**config.mk**
```make
export PLATFORM = sky130hd
export DESIGN_NAME = mdu_sequencer
export DESIGN_NICKNAME = d
export VERILOG_FILES = /design/src/rtl/mdu_sequencer_pkg.sv /design/src/rtl/mdu_sequencer_md_iter_step.sv /design/src/rtl/mdu_sequencer.sv
export SDC_FILE = /design/constraint.sdc
export NUM_CORES = 1
export LEC_CHECK = 0
export CAP_MARGIN = 20
export CORE_ASPECT_RATIO = 0.6
export CORE_MARGIN = 3
export CORE_UTILIZATION = 55
export DETAILED_ROUTE_END_ITERATION = 7
export GPL_ROUTABILITY_DRIVEN = 0
export GPL_TIMING_DRIVEN = 1
export PLACE_DENSITY = 0.76
export SLEW_MARGIN = 20
export SYNTH_ARGS = -nofsm -noshare
export SYNTH_HDL_FRONTEND = slang
export SYNTH_SLANG_ARGS = --single-unit
```
**constraint.sdc**
```tcl
create_clock -name clock -period 4.7 [get_ports clock]
set_clock_uncertainty 0.15 [all_clocks]
set_input_delay 0.94 -clock clock [delete_from_list [all_inputs] [get_ports clock]]
set_output_delay 0.94 -clock clock [all_outputs]
set_load 0.02 [all_outputs]
```
**src/rtl/mdu_sequencer_pkg.sv**
```systemverilog
// Shared op codes, FSM encodings and small decode helpers for the multiply/divide unit.
package mdu_sequencer_pkg;

  localparam logic [2:0] MD_MULT  = 3'd0;
  localparam logic [2:0] MD_MULTU = 3'd1;
  localparam logic [2:0] MD_DIV   = 3'd2;
  localparam logic [2:0] MD_DIVU  = 3'd3;
  localparam logic [2:0] MD_MTHI  = 3'd4;
  localparam logic [2:0] MD_MTLO  = 3'd5;

  localparam logic [1:0] ST_IDLE = 2'd0;
  localparam logic [1:0] ST_CALC = 2'd1;
  localparam logic [1:0] ST_SIGN = 2'd2;

  function automatic logic is_muldiv(input logic [2:0] op);
    return (op[2] == 1'b0);
  endfunction

  function automatic logic is_signed_op(input logic [2:0] op);
    return (op == MD_MULT) || (op == MD_DIV);
  endfunction

endpackage

```
**src/rtl/mdu_sequencer_md_iter_step.sv**
```systemverilog
// One radix-2 iteration: shift-add for multiply, restoring shift-subtract for divide.
module md_iter_step #(
  parameter int WIDTH = 32
) (
  input  logic             i_div,
  input  logic [WIDTH-1:0] i_acc,
  input  logic [WIDTH-1:0] i_shq,
  input  logic [WIDTH-1:0] i_b,
  output logic [WIDTH-1:0] o_acc,
  output logic [WIDTH-1:0] o_shq
);

  logic [WIDTH:0]   w_sum;
  logic [WIDTH:0]   w_rem_sh;
  logic             w_ge;
  logic [WIDTH-1:0] w_diff;

  always_comb begin
    w_sum    = {1'b0, i_acc} + (i_shq[0] ? {1'b0, i_b} : {(WIDTH+1){1'b0}});
    w_rem_sh = {i_acc, i_shq[WIDTH-1]};
    w_ge     = (w_rem_sh >= {1'b0, i_b});
    // When the trial subtract succeeds the difference is below i_b, so WIDTH bits suffice.
    w_diff   = w_rem_sh[WIDTH-1:0] - i_b;
    o_acc    = w_sum[WIDTH:1];
    o_shq    = {w_sum[0], i_shq[WIDTH-1:1]};
    if (i_div) begin
      if (w_ge) begin
        o_acc = w_diff;
        o_shq = {i_shq[WIDTH-2:0], 1'b1};
      end else begin
        o_acc = w_rem_sh[WIDTH-1:0];
        o_shq = {i_shq[WIDTH-2:0], 1'b0};
      end
    end
  end

endmodule

```
**src/rtl/mdu_sequencer.sv**
```systemverilog
// Multi-cycle MULT/MULTU/DIV/DIVU sequencer owning HI/LO; runs on magnitudes and fixes signs at commit.
module mdu_sequencer
  import mdu_sequencer_pkg::*;
#(
  parameter int WIDTH = 32,
  parameter int CNT_W = 5
) (
  input  logic             clock,
  input  logic             reset_n,
  input  logic             Start,
  input  logic [2:0]       Md_op,
  input  logic             Flush,
  input  logic [WIDTH-1:0] Operand_a,
  input  logic [WIDTH-1:0] Operand_b,
  output logic             Busy,
  output logic             Done,
  output logic [WIDTH-1:0] Hi,
  output logic [WIDTH-1:0] Lo,
  output logic [1:0]       o_dbg_state
);

  logic [1:0]         r_state;
  logic [CNT_W-1:0]   r_cnt;
  logic [WIDTH-1:0]   r_acc, r_shq, r_b, r_hi, r_lo;
  logic               r_sa, r_sb, r_div, r_bzero, r_done;

  logic               w_sa, w_sb;
  logic [WIDTH-1:0]   w_abs_a, w_abs_b, w_acc_nx, w_shq_nx, w_quo_fix, w_rem_fix;
  logic [2*WIDTH-1:0] w_prod, w_prod_fix;

  always_comb begin
    w_sa       = is_signed_op(Md_op) & Operand_a[WIDTH-1];
    w_sb       = is_signed_op(Md_op) & Operand_b[WIDTH-1];
    w_abs_a    = w_sa ? (-Operand_a) : Operand_a;
    w_abs_b    = w_sb ? (-Operand_b) : Operand_b;
    w_prod     = {r_acc, r_shq};
    w_prod_fix = (r_sa ^ r_sb) ? (-w_prod) : w_prod;
    // Divide by zero leaves the dividend in the remainder; only the quotient needs forcing.
    w_quo_fix  = r_bzero ? {WIDTH{1'b1}} : ((r_sa ^ r_sb) ? (-r_shq) : r_shq);
    w_rem_fix  = r_sa ? (-r_acc) : r_acc;
  end

  md_iter_step #(.WIDTH(WIDTH)) u_step (
    .i_div (r_div),
    .i_acc (r_acc),
    .i_shq (r_shq),
    .i_b   (r_b),
    .o_acc (w_acc_nx),
    .o_shq (w_shq_nx)
  );

  always_ff @(posedge clock or negedge reset_n) begin
    if (!reset_n) begin
      r_state <= ST_IDLE;
      r_cnt   <= '0;
      r_acc   <= '0;
      r_shq   <= '0;
      r_b     <= '0;
      r_hi    <= '0;
      r_lo    <= '0;
      r_sa    <= 1'b0;
      r_sb    <= 1'b0;
      r_div   <= 1'b0;
      r_bzero <= 1'b0;
      r_done  <= 1'b0;
    end else begin
      r_done <= 1'b0;
      case (r_state)
        ST_IDLE: begin
          if (Start && !Flush) begin
            if (is_muldiv(Md_op)) begin
              r_state <= ST_CALC;
              r_cnt   <= CNT_W'(WIDTH - 1);
              r_acc   <= '0;
              r_shq   <= w_abs_a;
              r_b     <= w_abs_b;
              r_sa    <= w_sa;
              r_sb    <= w_sb;
              r_div   <= Md_op[1];
              r_bzero <= (Operand_b == '0);
            end else if (Md_op == MD_MTHI) begin
              r_hi <= Operand_a;
            end else if (Md_op == MD_MTLO) begin
              r_lo <= Operand_a;
            end
          end
        end
        ST_CALC: begin
          if (Flush) begin
            r_state <= ST_IDLE;
          end else begin
            r_acc <= w_acc_nx;
            r_shq <= w_shq_nx;
            r_cnt <= r_cnt - CNT_W'(1);
            if (r_cnt == '0) r_state <= ST_SIGN;
          end
        end
        ST_SIGN: begin
          r_state <= ST_IDLE;
          if (!Flush) begin
            r_done <= 1'b1;
            if (r_div) begin
              r_hi <= w_rem_fix;
              r_lo <= w_quo_fix;
            end else begin
              {r_hi, r_lo} <= w_prod_fix;
            end
          end
        end
        default: r_state <= ST_IDLE;
      endcase
    end
  end

  assign Busy        = (r_state != ST_IDLE);
  assign Done        = r_done;
  assign Hi          = r_hi;
  assign Lo          = r_lo;
  assign o_dbg_state = r_state;

endmodule

```
==> results of run 1 <==
[registers in the layout, summed over array words and instances, names as in the netlist]
register and flops:
Hi 32, Lo 32, r_acc 32, r_b 32
r_shq 32, r_cnt 5, o_dbg_state 2, Done 1
r_bzero 1, r_div 1, r_sa 1, r_sb 1
[area by class of cell]
class,instances,share of cell area
Sequential cell,172,0.251
Multi-Input combinational cell,1562,0.572
Inverter,70,0.0153
Clock buffer,21,0.0268
Clock inverter,11,0.00905
Timing Repair Buffer,179,0.100
Tap cell,352,0.0257
[critical path, stage by stage, from the launching register on]
cell	delay (ns)
dfrtp_1	0.59
inv_1	0.31
buf_4	0.37
ha_1	0.32
nand2b_1	0.18
nor4_4	0.64
nand4_4	0.27
o21ai_4	0.27
nand2_1	0.10
o21ai_1	0.16
xor2_1	0.10
a211oi_1	0.65
a21o_1	0.14
[how the worst max path moves through the flow]
stage	cells past startpoint	to
2_1_floorplan	9	r_b[30]
3_3_place_gp	10	r_b[29]
3_5_place_dp	10	r_b[29]
4_1_cts	12	Hi[16]
5_1_grt	12	Hi[16]
6_report	12	Hi[16]
[per-stage QoR]
stage	cells	util	setup slack [ns]	cell area, um^2	power, W
2_1_floorplan	1922	-	1.27	14800	0.00668
3_3_place_gp	2335	0.639	0.611	16500	0.00849
3_5_place_dp	2335	0.639	0.498	16500	0.00864
4_1_cts	2367	0.663	0.653	17100	0.0102
5_1_grt	2367	0.664	0.256	17100	0.0111
6_report	2367	0.664	0.348	17100	0.0105
[power by group]
part	total (W)	switching, W	internal, W	leakage, nW
logic	0.00624	0.00374	0.00250	4.94
registers	0.00268	0.000753	0.00193	2.15
clock network	0.00156	0.000688	0.000872	0.293
total	0.0105	0.00518	0.00531	7.38
[cell families (layout without fill, tap and decap cells)]
kind of cell,Yosys count,after routing,share of synthesized area
xor gates and xnor gates,172,172,0.102
adders and majority gates,72,72,0.0620
muxes,35,35,0.0240
AOI/OAI and AO/OA,618,618,0.257
buffers and inverters,188,281,0.0489
DFF,172,172,0.292
and+or+nand+nor,665,665,0.215
[synthesized netlist by cell type (16+ instances only)]
cell type / n / area share
a211oi_1: 25 / 0.013
a21o_1: 34 / 0.017
a21oi_1: 146 / 0.049
a31oi_1: 21 / 0.0089
and3_1: 16 / 0.0068
clkbuf_1: 98 / 0.025
dfrtp_1: 172 / 0.29
ha_1: 70 / 0.059
inv_1: 70 / 0.018
mux2i_1: 32 / 0.022
nand2_1: 248 / 0.063
nand3_1: 31 / 0.011
nand4_1: 17 / 0.0072
nor2_1: 169 / 0.043
nor3_1: 61 / 0.021
nor4_1: 18 / 0.0076
o21ai_0: 212 / 0.072
o22ai_1: 32 / 0.014
o31ai_1: 30 / 0.015
or3_1: 25 / 0.011
xnor2_1: 93 / 0.055
xor2_1: 79 / 0.047
[per-layer routing]
metal	track usage	routed length (um)	vias to the layer above
met3	0.160	8860	129
met4	0.0916	1220	4
li1	-	-	7085
met2	0.466	20000	1150
met1	0.536	22600	7295
met5	0	32	-
[cells in the final DEF (no fill, tap or decap), drive strengths merged, types with 34 or more instances in the layout]
cell,count
nor2,170
nor3,61
a21oi,146
clkdlybuf4s50,137
a21o,34
nand2,248
dfrtp,172
buf,42
ha,70
xnor2,93
inv,74
o21ai,222
xor2,79
==> flow_summary.ini, run 1 <==
[synth]
syn_nets = 2065
ys_types = 77
synth_ff_type = dfrtp_1
synth.avg_cell_area_um2 = 7.68
synth_seq_cells = 172
synthArstFlopShare = 1.00
ys_seq_area_frac = 0.292
synth_cells = 1922
synth_edf_count = 0
netlist_area_um2 = 14800
yosysWarningCount = 0

[timing]
tns_ns = 0
worst_slew_margin_rel = 0.277
worst_pin_slew_ns = 1.08
rsz0062_at_grt = false
finalCritPeriodShare = 0.926
slew_violations = 0
period_needed_ns = 4.35
setup_viol = 0
hold_ws_ns = 0.332
hold_viol = 0
fmax_mhz = 230

[layout]
multi_input_area_um2 = 9810
regArea_um2 = 4310
fillers = 2176
diodes = 0
drive_above_1_share = 0.0566
syn2layout_area_growth_pct = 16.1
nNetsFinal = 2145

[route]
wl_per_cell_um = 22.2
postRouteWirelength_mm = 52.6
drt-initial-drc-count = 2537
ant_nets = 0
avgViaCountPerCell = 6.62
vias = 15700
dr.pass1.iters = 8
route.detailed.drc = 0

[min_path]
min_to = Lo[29]
hold_class = reg2reg
worstHoldStart = Lo[29]
min_path_cells = 2

[placed_design]
io_buffers = 138
hpwl_mm = 40.1

[power_and_ir_drop]
ir_drop_mv = 0.301
leakage_nw = 7.38
power.density_nw_per_um2 = 612

[clock_network]
cts.sinks = 172
cts-hold-fix-buffers = 0
root_buffer = clkbuf_16
cts_resized = 0
cts_made_buffers = 17
cts_setup_buffers = 0
cts.clk_slew.worst_paths_ns = 0.07
clk_latency_ns = 0.47
htreeDepth = 4
clockBufferDepth = 2
cts_tree = done

[global_route]
grt_overflow = 0
grt_pass1_vias = 14100
antenna_found_initial = 1
grt_pass1_wl_mm = 81.4
grt_max_degree = 84
track_usage = 0.359

[run]
maxCapViolCount = 0

[floorplanning]
dieArea_um2 = 28900
fp.dieW_um = 218
dieHeight_um = 133
ios = 139
start_util = 0.571
row_count = 45
core_area_um2 = 25800

[setup_path]
cp_max_fo = 26
crit_path_end_kind = flop
start_kind = flop
worstSetupPathType = reg2reg
crit_required_ns = 4.95
cp-startpoint = r_shq[0]
arrival_ns = 4.61
r2r_end = Hi[16]
r2r_cells = 12
rrSetupSlack_ns = 0.35
r2r-start = r_shq[0]

[outcome]
outcome = finished clean
Note: power is estimated with default switching activity, not from simulation.
==> inputs of run 2 (changes only) <==
--- a/config.mk
+++ b/config.mk
@@ -7,12 +7,12 @@
 export LEC_CHECK = 0
 export CAP_MARGIN = 20
 export CORE_ASPECT_RATIO = 0.6
-export CORE_MARGIN = 3
 export CORE_UTILIZATION = 55
 export DETAILED_ROUTE_END_ITERATION = 7
 export GPL_ROUTABILITY_DRIVEN = 0
 export GPL_TIMING_DRIVEN = 1
 export PLACE_DENSITY = 0.76
+export RECOVER_POWER = 25
 export SLEW_MARGIN = 20
 export SYNTH_ARGS = -nofsm -noshare
 export SYNTH_HDL_FRONTEND = slang
==> flow_summary.ini, run 2 (synthesis results as in run 1) <==
[outcome]
outcome = finished with violations
violations = max-capacitance violations, max-slew violations

[setup_path]
start_kind = flop
cp_max_fo = 6
crit_path_end_kind = flop
critical_path.cell_chain = or4_4 -> nor4_4 -> nand2_1 -> o41ai_1 -> a41oi_1 -> o21a_1 -> nor3_1 -> a21oi_1 -> o21ai_1
worstSetupPathType = reg2reg
cpPeakStageDelay_ns = 0.66
arrival_ns = 4.46
crit_required_ns = 4.94
cp_slowest_cell = o41ai_1

[global_route]
use_met3 = 0.151
grt_pass1_wl_mm = 80.3
use_met1 = 0.570
track_usage = 0.381
use_met2 = 0.487
grt_pass1_vias = 14100
grt_max_degree = 83
grt_busiest_layer = met1
antenna_found_initial = 4
grt_overflow = 0

[timing]
worst_pin_slew_ns = 2.40
slew_violations = 83
hold_ws_ns = 0.327
period_needed_ns = 4.22
tns_ns = 0
setup_viol = 0
setup_slack_ns = 0.479
worst_slew_margin_rel = -0.602
finalCritPeriodShare = 0.898
rsz0062_at_grt = false
hold_viol = 0
fmax_mhz = 237

[run]
maxCapViolCount = 1

[floorplanning]
row_count = 46
start_util = 0.559
dieArea_um2 = 27500
fp.dieW_um = 214
core_area_um2 = 26400
dieHeight_um = 129
ios = 139

[clock_network]
cts_tree = done
cts.clk_slew.worst_paths_ns = 0.07
htreeDepth = 4
clockBufferDepth = 2
cts_made_buffers = 17
cts_setup_buffers = 0
root_buffer = clkbuf_16
cts.sinks = 172
cts_resized = 0
clk_latency_ns = 0.47
cts-hold-fix-buffers = 0

[placed_design]
dp_slack_ns = 0.465
io_buffers = 138
placed_area_um2 = 16500
hpwl_mm = 39.7

[layout]
layout_commonest_cell = nand2_1
final_area_um2 = 17100
layout_common_cells = 247 x nand2_1, 211 x o21ai_0, 171 x dfrtp_1
fin_util = 0.649
syn2layout_area_growth_pct = 16.1
nNetsFinal = 2150
drive_above_1_share = 0.0584
fillers = 2246

[min_path]
hold_class = reg2reg

[route]
route.detailed.drc = 0
vias = 15600
ant_nets = 0
drt-initial-drc-count = 2165
avgViaCountPerCell = 6.57
dr.pass1.iters = 8
wl_per_cell_um = 21.8
postRouteWirelength_mm = 51.8

[power_and_ir_drop]
ir_drop_mv = 0.363
power.density_nw_per_um2 = 612
leakage_nw = 7.38
[run 2: cell types whose count changed in the layout (fill, tap and decap cells not counted), moves of 2 or more]
cell | before | now
clkinv_4 | 0 | 2
buf_4 | 39 | 44
buf_12 | 2 | 0
clkbuf_8 | 2 | 0
inv_6 | 3 | 5
[run 2: per-stage QoR]
stage	total power [W]	instances
finish	0.0105	2381
global route	0.0111	2380
CTS	0.0102	2380
detailed placement	0.00868	2348
floorplan	0.00668	1922
global placement	0.00852	2348
[run 2: path summary, 6_finish.rpt]
kind	cells past startpoint	to	from	slack (ns)
max	9	Hi[29]	r_shq[4]	0.48
min	2	Hi[12]	Hi[12]	0.33
max reg2reg	9	Hi[29]	r_shq[4]	0.48
min reg2reg	2	Hi[12]	Hi[12]	0.33
max in group asynchronous	2	r_acc[20]	reset_n	1.25
min in group asynchronous	1	r_acc[5]	reset_n	1.01
[run 2: final cells by class]
| class | instances | area (um^2) | share of cell area |
|---|---|---|---|
| Clock buffer | 18 | 429 | 0.0250 |
| Multi-Input combinational cell | 1562 | 9800 | 0.572 |
| Clock inverter | 14 | 181 | 0.0106 |
| Tap cell | 360 | 450 | 0.0263 |
| Inverter | 70 | 263 | 0.0153 |
| Antenna cell | 1 | 2.50 | 0.000146 |
| Sequential cell | 172 | 4310 | 0.251 |
| Timing Repair Buffer | 184 | 1710 | 0.100 |
[run 2: layer usage]
metal,up-vias,part of all wire
li1,7075,-
met1,7350,0.44
met4,0,0.027
met3,130,0.15
met5,-,0
met2,1077,0.38
[run 2: critical path, delay by kind of cell, from the launching register on]
kind | cells | cell delay, ns
AOI/OAI and AO/OA | 5 | 1.65
DFF | 1 | 0.46
and+or+nand+nor | 4 | 1.87
[run 2: report_power, final]
part / total (W) / switching, W / internal (W)
clock: 0.00153 / 0.000689 / 0.000845
sequential: 0.00265 / 0.000718 / 0.00193
combinational: 0.00631 / 0.00377 / 0.00254
==> edit, RTL diff (settings of run 2) <==
Add an input register stage for `Start`, `Md_op`, `Flush`, `Operand_a` and `Operand_b`, without a reset; this delays them by one clock.
--- a/src/rtl/mdu_sequencer.sv
+++ b/src/rtl/mdu_sequencer.sv
@@ -20,4 +20,18 @@
 );
 
+  logic Start_q;
+  logic [2:0] Md_op_q;
+  logic Flush_q;
+  logic [WIDTH-1:0] Operand_a_q;
+  logic [WIDTH-1:0] Operand_b_q;
+
+  always_ff @(posedge clock) begin
+    Start_q     <= Start;
+    Md_op_q     <= Md_op;
+    Flush_q     <= Flush;
+    Operand_a_q <= Operand_a;
+    Operand_b_q <= Operand_b;
+  end
+
   logic [1:0]         r_state;
   logic [CNT_W-1:0]   r_cnt;
@@ -30,8 +44,8 @@
 
   always_comb begin
-    w_sa       = is_signed_op(Md_op) & Operand_a[WIDTH-1];
-    w_sb       = is_signed_op(Md_op) & Operand_b[WIDTH-1];
-    w_abs_a    = w_sa ? (-Operand_a) : Operand_a;
-    w_abs_b    = w_sb ? (-Operand_b) : Operand_b;
+    w_sa       = is_signed_op(Md_op_q) & Operand_a_q[WIDTH-1];
+    w_sb       = is_signed_op(Md_op_q) & Operand_b_q[WIDTH-1];
+    w_abs_a    = w_sa ? (-Operand_a_q) : Operand_a_q;
+    w_abs_b    = w_sb ? (-Operand_b_q) : Operand_b_q;
     w_prod     = {r_acc, r_shq};
     w_prod_fix = (r_sa ^ r_sb) ? (-w_prod) : w_prod;
@@ -68,6 +82,6 @@
       case (r_state)
         ST_IDLE: begin
-          if (Start && !Flush) begin
-            if (is_muldiv(Md_op)) begin
+          if (Start_q && !Flush_q) begin
+            if (is_muldiv(Md_op_q)) begin
               r_state <= ST_CALC;
               r_cnt   <= CNT_W'(WIDTH - 1);
@@ -77,15 +91,15 @@
               r_sa    <= w_sa;
               r_sb    <= w_sb;
-              r_div   <= Md_op[1];
-              r_bzero <= (Operand_b == '0);
-            end else if (Md_op == MD_MTHI) begin
-              r_hi <= Operand_a;
-            end else if (Md_op == MD_MTLO) begin
-              r_lo <= Operand_a;
+              r_div   <= Md_op_q[1];
+              r_bzero <= (Operand_b_q == '0);
+            end else if (Md_op_q == MD_MTHI) begin
+              r_hi <= Operand_a_q;
+            end else if (Md_op_q == MD_MTLO) begin
+              r_lo <= Operand_a_q;
             end
           end
         end
         ST_CALC: begin
-          if (Flush) begin
+          if (Flush_q) begin
             r_state <= ST_IDLE;
           end else begin
@@ -98,5 +112,5 @@
         ST_SIGN: begin
           r_state <= ST_IDLE;
-          if (!Flush) begin
+          if (!Flush_q) begin
             r_done <= 1'b1;
             if (r_div) begin
Behaviour: not the same (Yosys sat finds a counterexample within 4 cycles, from zero or initial values and one cycle with reset_n low).
==> edit against run 2 <==
The flow still finishes with violations (capacitance limit, slew limit). Maximum frequency down 2.3%. Area after synthesis up 8.4%. Non-clock buffer count down 18. Global-route usage down 4.0 points. Design area up 7.9%. Wire length down 0.89%. Worst hold slack worse by 0.0057 ns. Die area up 8.2%. Total power up 5.4%. Worst setup slack worse by 0.098 ns. Cell count up 3.1%. Via count up 1.3%. Sequential cell count up 69. Critical endpoint is now r_acc[31]. Largest power group unchanged.
==> edit: results (changes against run 2) <==
stage,metric,value,unit,change
detailed_routing,DRT iter0 DRCs,2055,,-5.1%
clock_tree,maximum level of the CTS H-tree,1,,-3
job,Max-Cap Viols,1,,unchanged
worst_setup_path,"Largest stage delay, worst path",0.58,ns,-0.08 ns
yosys,register area share after synthesis,35.5,%,+6.4 points
detailed_routing,routed wl met3,6810,um,-14%
sta,Slew headroom,-95.6,%,-35 points
pwr,Psw,0.00506,W,-2.2%
detailed_routing,met2 wire length,20400,um,+4.2%
worst_hold_path,hold path endpoint,r_div,,
detailed_routing,Metal-1 WL,23000,um,about the same
clock_tree,"Clk Latency, worst-skew pair",0.57,ns,+0.10 ns
detailed_routing,first drt pass iteration count,6,,-2
worst_setup_path,Crit path max-delay family,compound AO/OA/AOI/OAI gates,,
sta,max-slew violation count,48,,-42%
outcome,failing checks,"capacitance limit, slew limit",,
yosys,Post-synth ARST share,71.4,%,-29 points
placed_design,Placed Cells,2410,,+2.6%
outcome,status,finished with violations,,
placed_design,DP Wirelength,38000,um,-4.3%
placed_design,Place WS,0.629,ns,+0.164 ns
yosys,"top cells by area, synth","dfrtp_1, dfxtp_1, o21ai_0, nand2_1, xnor2_1",,
yosys,Cells after Synth,1990,,+3.5%
worst_setup_path,Worst path slowest cell,nor3b_1,,
pwr,P_leak,7.76,nW,+5.2%
yosys,Commonest cells post-synth,"nand2_1, o21ai_0, nor2_1",,
detailed_routing,DR WL/cell,20.9,um,-3.8%
finish,final-stage net count,2212,,+2.9%
worst_setup_path,reg2reg path depth,13,,+4
global_routing,first-pass GRT wire length,80600,um,+0.40%
clock_tree,Max Root-Sink Buffers,3,,+1
sta,fin crit period,4.32,ns,+0.0982 ns
worst_setup_path,Worst Path Arrival,4.66,ns,+0.20 ns
finish,# fillers,2346,,+4.5%
pwr,Worst VDD drop,0.000303,V,-17%
sta,Min Hold Slack,0.322,ns,-0.00572 ns
placed_design,Placed Area,0.0177,sq mm,+7.0%
edit: cell types whose count changed after synthesis, moves of 16 or more:
cell	delta
nor2_1	+16
o21ai_0	+32
dfxtp_1	+69
nor3_1	-19
edit: logic make-up after synthesis:
| family | share of synthesized area [%] |
|---|---|
| buffers and inverters | 4.39 |
| xor gates and xnor gates | 9.42 |
| and+or+nand+nor | 19.2 |
| DFF | 35.5 |
| muxes | 2.57 |
| adders and majority gates | 5.72 |
| AOI/OAI and AO/OA | 23.2 |
edit: metal layers:
metal / track usage, % / vias to the layer above
li1: - / 7221
met1: 51.3 / 7511
met2: 46.2 / 984
met3: 11.2 / 115
met4: 9.26 / 0
met5: 0 / -
edit: how the worst max path moves through the flow:
stage              start   endpoint  cells after the start
6_report        r_shq[0]  r_acc[31]                     13
5_1_grt         r_shq[0]  r_acc[31]                     13
3_5_place_dp    r_shq[0]  r_acc[31]                     13
4_1_cts         r_shq[0]  r_acc[31]                     13
3_3_place_gp    r_acc[2]  r_acc[30]                     10
2_1_floorplan  r_shq[31]  r_acc[26]                     13
edit: power by group through the flow:
stage | clock network [W] | registers (W) | logic [W]
after floorplan | 0 | 0.00313 | 0.00395
after global placement | 0 | 0.00320 | 0.00548
after detailed placement | 0 | 0.00322 | 0.00560
after CTS | 0.00204 | 0.00319 | 0.00565
after global routing | 0.00212 | 0.00327 | 0.00630
final | 0.00202 | 0.00322 | 0.00582
edit: layout make-up:
cell class                      count  area [sq um]  area share [%]
Clock buffer                       35           724            3.91
Sequential cell                   241          5690            30.7
Timing Repair Buffer              166          1620            8.77
Tap cell                          367           459            2.48
Clock inverter                      9          81.3           0.439
Multi-Input combinational cell   1565          9660            52.2
Inverter                           71           267            1.44
